===== config.mk =====
export PLATFORM = sky130hd
export DESIGN_NAME = muldiv_unit
export DESIGN_NICKNAME = d
export VERILOG_FILES = /design/src/rtl/muldiv_unit.sv
export SDC_FILE = /design/constraint.sdc
export NUM_CORES = 1
export LEC_CHECK = 0
export ABC_AREA = 0
export CAP_MARGIN = 10
export CELL_PAD_IN_SITES_DETAIL_PLACEMENT = 1
export CELL_PAD_IN_SITES_GLOBAL_PLACEMENT = 1
export CORE_ASPECT_RATIO = 0.6
export CORE_MARGIN = 2
export CORE_UTILIZATION = 30
export DETAILED_ROUTE_END_ITERATION = 6
export DONT_BUFFER_PORTS = 1
export GPL_TIMING_DRIVEN = 1
export PLACE_DENSITY_LB_ADDON = 0.1
export SKIP_LAST_GASP = 1
export SLEW_MARGIN = 0
export SYNTH_ARGS = -nofsm -noshare
export SYNTH_HDL_FRONTEND = slang
export SYNTH_SLANG_ARGS = --single-unit

===== constraint.sdc =====
create_clock -name clk -period 9.7 [get_ports clk]
set_clock_uncertainty 0.15 [all_clocks]
set_input_delay 2.91 -clock clk [delete_from_list [all_inputs] [get_ports clk]]
set_output_delay 2.91 -clock clk [all_outputs]
set_load 0.01 [all_outputs]

===== src/rtl/muldiv_unit.sv =====
// muldiv_unit: iterative multiply/divide unit that owns the HI and LO registers.
//   Executes mult/multu/div/divu in WIDTH iterations plus one fix-up cycle and
//   services mthi/mtlo writes while idle.
// Ports:
//   clk, reset (sync, active-high), clk_enable (freezes every register when low)
//   start, op[1:0] (00 mult, 01 multu, 10 div, 11 divu), op_a, op_b
//   hi_write, lo_write, wdata : mthi / mtlo path
//   busy, done (one-cycle pulse), div_by_zero (qualifies done), hi, lo
module muldiv_unit #(
   parameter int WIDTH = 32,
   parameter int CW    = $clog2(WIDTH)
) (
   input  logic             clk,
   input  logic             reset,
   input  logic             clk_enable,
   input  logic             start,
   input  logic [1:0]       op,
   input  logic [WIDTH-1:0] op_a,
   input  logic [WIDTH-1:0] op_b,
   input  logic             hi_write,
   input  logic             lo_write,
   input  logic [WIDTH-1:0] wdata,
   output logic             busy,
   output logic             done,
   output logic             div_by_zero,
   output logic [WIDTH-1:0] hi,
   output logic [WIDTH-1:0] lo
);

   typedef enum logic [1:0] {
      S_IDLE = 2'b00,
      S_RUN  = 2'b01,
      S_FIX  = 2'b10
   } state_t;

   state_t           state_q, state_d;
   logic [CW-1:0]    counter_q, counter_d;
   logic [1:0]       op_q, op_d;
   // multiplicand (mult) or divisor (div), already made non-negative
   logic [WIDTH-1:0] opnd_q, opnd_d;
   // mult: product upper half; div: partial remainder
   logic [WIDTH:0]   rem_q, rem_d;
   // mult: multiplier shifting out / product lower half; div: dividend shifting out / quotient
   logic [WIDTH-1:0] quo_q, quo_d;
   logic             neg_res_q, neg_res_d;
   logic             neg_rem_q, neg_rem_d;
   logic [WIDTH-1:0] hi_q, hi_d;
   logic [WIDTH-1:0] lo_q, lo_d;
   logic             busy_q, busy_d;
   logic             done_q, done_d;
   logic             dbz_q, dbz_d;

   logic             sign_a_s, sign_b_s;
   logic [WIDTH-1:0] abs_a_s, abs_b_s;
   logic [WIDTH:0]   mul_sum_s;
   logic [WIDTH:0]   div_shift_s;
   logic [WIDTH+1:0] div_diff_s;
   logic [2*WIDTH-1:0] prod_s, prod_fix_s;
   logic [WIDTH-1:0] quo_fix_s, rem_fix_s;
   logic             div_zero_s;

   // Next-state, datapath step and HI/LO update logic
   always_comb begin
      state_d   = state_q;
      counter_d = counter_q;
      op_d      = op_q;
      opnd_d    = opnd_q;
      rem_d     = rem_q;
      quo_d     = quo_q;
      neg_res_d = neg_res_q;
      neg_rem_d = neg_rem_q;
      hi_d      = hi_q;
      lo_d      = lo_q;
      busy_d    = busy_q;
      done_d    = 1'b0;
      dbz_d     = dbz_q;

      // only signed ops (op[0]==0) take magnitudes
      sign_a_s = ~op[0] & op_a[WIDTH-1];
      sign_b_s = ~op[0] & op_b[WIDTH-1];
      abs_a_s  = sign_a_s ? -op_a : op_a;
      abs_b_s  = sign_b_s ? -op_b : op_b;

      // shift-add: add multiplicand into upper half when multiplier LSB is set, then shift right
      mul_sum_s = {1'b0, rem_q[WIDTH-1:0]}
                + {1'b0, (quo_q[0] ? opnd_q : {WIDTH{1'b0}})};
      // restoring divide: the extra top bit of the difference is the borrow
      div_shift_s = {rem_q[WIDTH-1:0], quo_q[WIDTH-1]};
      div_diff_s  = {1'b0, div_shift_s} - {2'b00, opnd_q};

      prod_s     = {rem_q[WIDTH-1:0], quo_q};
      prod_fix_s = neg_res_q ? -prod_s : prod_s;
      quo_fix_s  = neg_res_q ? -quo_q : quo_q;
      rem_fix_s  = neg_rem_q ? -rem_q[WIDTH-1:0] : rem_q[WIDTH-1:0];
      div_zero_s = (opnd_q == {WIDTH{1'b0}});

      case (state_q)
         S_IDLE: begin
            if (start) begin
               state_d   = S_RUN;
               counter_d = CW'(WIDTH - 1);
               op_d      = op;
               busy_d    = 1'b1;
               neg_res_d = sign_a_s ^ sign_b_s;
               neg_rem_d = sign_a_s;
               rem_d     = {(WIDTH+1){1'b0}};
               if (op[1]) begin
                  opnd_d = abs_b_s;
                  quo_d  = abs_a_s;
               end else begin
                  opnd_d = abs_a_s;
                  quo_d  = abs_b_s;
               end
            end else begin
               hi_d = hi_write ? wdata : hi_q;
               lo_d = lo_write ? wdata : lo_q;
            end
         end
         S_RUN: begin
            if (op_q[1]) begin
               if (!div_diff_s[WIDTH+1]) begin
                  rem_d = div_diff_s[WIDTH:0];
                  quo_d = {quo_q[WIDTH-2:0], 1'b1};
               end else begin
                  rem_d = div_shift_s;
                  quo_d = {quo_q[WIDTH-2:0], 1'b0};
               end
            end else begin
               rem_d = {1'b0, 1'b0, mul_sum_s[WIDTH:1]};
               quo_d = {mul_sum_s[0], quo_q[WIDTH-1:1]};
            end
            counter_d = counter_q - CW'(1);
            if (counter_q == {CW{1'b0}}) begin
               state_d = S_FIX;
            end else begin
               state_d = S_RUN;
            end
         end
         S_FIX: begin
            state_d = S_IDLE;
            busy_d  = 1'b0;
            done_d  = 1'b1;
            if (op_q[1]) begin
               // With a zero divisor the remainder is |op_a|; undoing its sign
               // restores the original dividend for hi.
               hi_d = rem_fix_s;
               if (div_zero_s) begin
                  lo_d  = {WIDTH{1'b1}};
                  dbz_d = 1'b1;
               end else begin
                  lo_d  = quo_fix_s;
                  dbz_d = 1'b0;
               end
            end else begin
               hi_d  = prod_fix_s[2*WIDTH-1:WIDTH];
               lo_d  = prod_fix_s[WIDTH-1:0];
               dbz_d = 1'b0;
            end
         end
         default: begin
            state_d = S_IDLE;
            busy_d  = 1'b0;
         end
      endcase
   end

   // State registers: reset and updates both gated by clk_enable
   always_ff @(posedge clk) begin
      if (clk_enable) begin
         if (reset) begin
            state_q   <= S_IDLE;
            counter_q <= {CW{1'b0}};
            op_q      <= 2'b00;
            opnd_q    <= {WIDTH{1'b0}};
            rem_q     <= {(WIDTH+1){1'b0}};
            quo_q     <= {WIDTH{1'b0}};
            neg_res_q <= 1'b0;
            neg_rem_q <= 1'b0;
            hi_q      <= {WIDTH{1'b0}};
            lo_q      <= {WIDTH{1'b0}};
            busy_q    <= 1'b0;
            done_q    <= 1'b0;
            dbz_q     <= 1'b0;
         end else begin
            state_q   <= state_d;
            counter_q <= counter_d;
            op_q      <= op_d;
            opnd_q    <= opnd_d;
            rem_q     <= rem_d;
            quo_q     <= quo_d;
            neg_res_q <= neg_res_d;
            neg_rem_q <= neg_rem_d;
            hi_q      <= hi_d;
            lo_q      <= lo_d;
            busy_q    <= busy_d;
            done_q    <= done_d;
            dbz_q     <= dbz_d;
         end
      end
   end

   assign busy        = busy_q;
   assign done        = done_q;
   assign div_by_zero = dbz_q;
   assign hi          = hi_q;
   assign lo          = lo_q;

endmodule


==> reports/metrics.yaml <==
numPortBuffers: 0
ctsHoldBuffers: 0
dieHeight_um: 178
relSlewSlack_pct: 24.1
setup_tns_ps: 0
clk_latency_ps: 460
drc: 0
cp-start-kind: "input port"
first_global_vias: 13207
irDropWorstVdd_v: 0.000127
outcome: "completed"
synth.ff_latch_count: 173
clk_pin_slew_worst_paths_ps: 80
first_pass_iters: 7
avgSynthCellArea_um2: 8.44
clock-root-buffer: "clkbuf_16"
max_freq_ghz: 0.186
layout_common_cells: "nor2_1 (212), nand2_1 (179), edfxtp_1 (173)"
route.met3.wl_um: 5050
maxUsedRoutingLayer: "met5"
maxCapViolCount: 0
place_ws_ps: 3880
core_area_mm2: 0.0495
cts_max_path_buffers: 2
start_util_pct: 30.4
clock_sinks: 173
setup_ws_ps: 4310
synth_edf_count: 173
hold_depth: 1
drt_iter0_drc: 1347
wl_met1_um: 35000
grt_pass1_wl_um: 92200
num-fill-cells: 5796
reg2reg_depth: 11
tightest_slew_ps: 1140
cts.repair.resized: 0
dp.cells: 2351
slew_violations: 0
synth_nets: 1958
final_area_mm2: 0.0163
fin_util_pct: 32.8
synth-main-ff-cell: "edfxtp_1"
async_flop_share_pct: 0
grt_max_degree: 95
yosysWarnings: 0
io_pins: 171
dp_hpwl_um: 50600
p_leak_nw: 5.99
vias: 13933
placed_cell_area_mm2: 0.0157
wire_per_inst_um: 26.7
post_cts_buffers: 0
dieWidth_um: 293
drive_above_1_share_pct: 5.65
htree_levels: 4
hold_viol: 0
grt_usage_pct: 24.0
end_kind: "flop"
worstSetupPathType: "input port to flop"
path_max_fanout: 4
stdcell_count: 2384
fin_crit_sh_pct: 55.5
rsz0062_at_grt: "false"
final_common_cell: "nor2_1"
syn2layout_area_growth_pct: 7.96
fin_crit_ps: 5390
grt_overflow: 0
synth_cell_types: 78
p_total_mw: 2.35
ys_seq_area_share_pct: 34.5
cts_buffers: 17
place_congestion: 0.929
tritoncts: "done"
die_area_mm2: 0.0520
nets: 1895
fp-row-count: 63
whs_ps: 468
hp-class: "flop to flop"
wl_met2_um: 23200
syn-cell-area_mm2: 0.0151
powerDensity_mw_per_mm2: 145
arrival_ps: 5400
antenna_left: 0
postSynthCellCount: 1783
via_per_inst: 5.84
antenna_found_initial: 3
required_ps: 9720
wl_um: 63700
setup_viol: 0
## cell type report
cell class              instances  area (µm²)  share of cell area (%)
multi-input cells            1442        9250                    56.9
flip-flops and latches        173        5190                    32.0
well taps                     650         813                    5.00
clock buffers                  18         429                    2.64
inverters                      67         251                    1.55
clock inverters                14         165                    1.02
repair buffers                 19         143                   0.878
diodes                          1        2.50                  0.0154
## cells in the mapped netlist, types with 15 or more instances
master / n / share of area [%]
a211oi_1: 82 / 4.1
inv_1: 66 / 1.6
xnor2_1: 110 / 6.4
o31ai_1: 20 / 1.0
o211ai_1: 23 / 1.1
nor4_1: 28 / 1.2
nor3_1: 32 / 1.1
nand3_1: 30 / 1.0
nor2_1: 213 / 5.3
mux2i_1: 28 / 1.9
clkbuf_1: 80 / 2.0
xor2_1: 67 / 3.9
edfxtp_1: 173 / 35
o21ai_1: 17 / 0.57
or3_1: 15 / 0.62
a21oi_1: 139 / 4.6
and3_1: 18 / 0.75
ha_1: 69 / 5.7
o21ai_0: 141 / 4.7
nand2_1: 179 / 4.5
a21o_1: 24 / 1.2
## worst max-delay path: stages
cell and delay (ps):
inv_1 50, ha_1 180, or4b_1 540, or3_1 420, o31ai_1 300, xnor2_1 130
a211oi_1 760, a211oi_1 110
## report_power, final
part           switching, mW  total (mW)  internal (mW)  leakage (nW)
Clock                  0.369       0.719          0.350         0.291
Combinational          0.428       0.657          0.229          3.99
Sequential            0.0876       0.978          0.890          1.70
## path summary, 6_finish.rpt
kind                start           end  slack, ps
max reg2reg      rem_q[3]     rem_q[19]       4690
min          counter_q[0]  counter_q[0]        470
min reg2reg  counter_q[0]  counter_q[0]        470
max               op_a[1]     quo_q[12]       4310
## layer usage
metal,track usage [%],up-vias
li1,-,6469
met1,40.5,6931
met2,30.2,508
met3,5.11,23
met4,3.13,2
met5,0,-
## flip-flops by register name, indices dropped and copies added (netlist names)
| register | count |
|---|---|
| lo | 32 |
| opnd_q | 32 |
| op_q | 1 |
| quo_q | 32 |
| counter_q | 5 |
| done | 1 |
| hi | 32 |
| neg_rem_q | 1 |
| busy | 1 |
| state_q | 2 |
| rem_q | 32 |
| neg_res_q | 1 |
| div_by_zero | 1 |
## cell families (layout without fill, tap and decap cells)
| family | count (synthesis) | count (layout) | share of synthesized area (%) |
|---|---|---|---|
| and+or+nand+nor | 603 | 603 | 19.1 |
| AOI/OAI and AO/OA | 554 | 554 | 23.3 |
| xor gates and xnor gates | 177 | 177 | 10.3 |
| DFF | 173 | 173 | 34.5 |
| buffers and inverters | 168 | 118 | 4.26 |
| adders and majority gates | 71 | 71 | 6.00 |
| muxes | 37 | 37 | 2.53 |
| other | 0 | 1 | 0 |
Power figures use the tool's default switching activity.
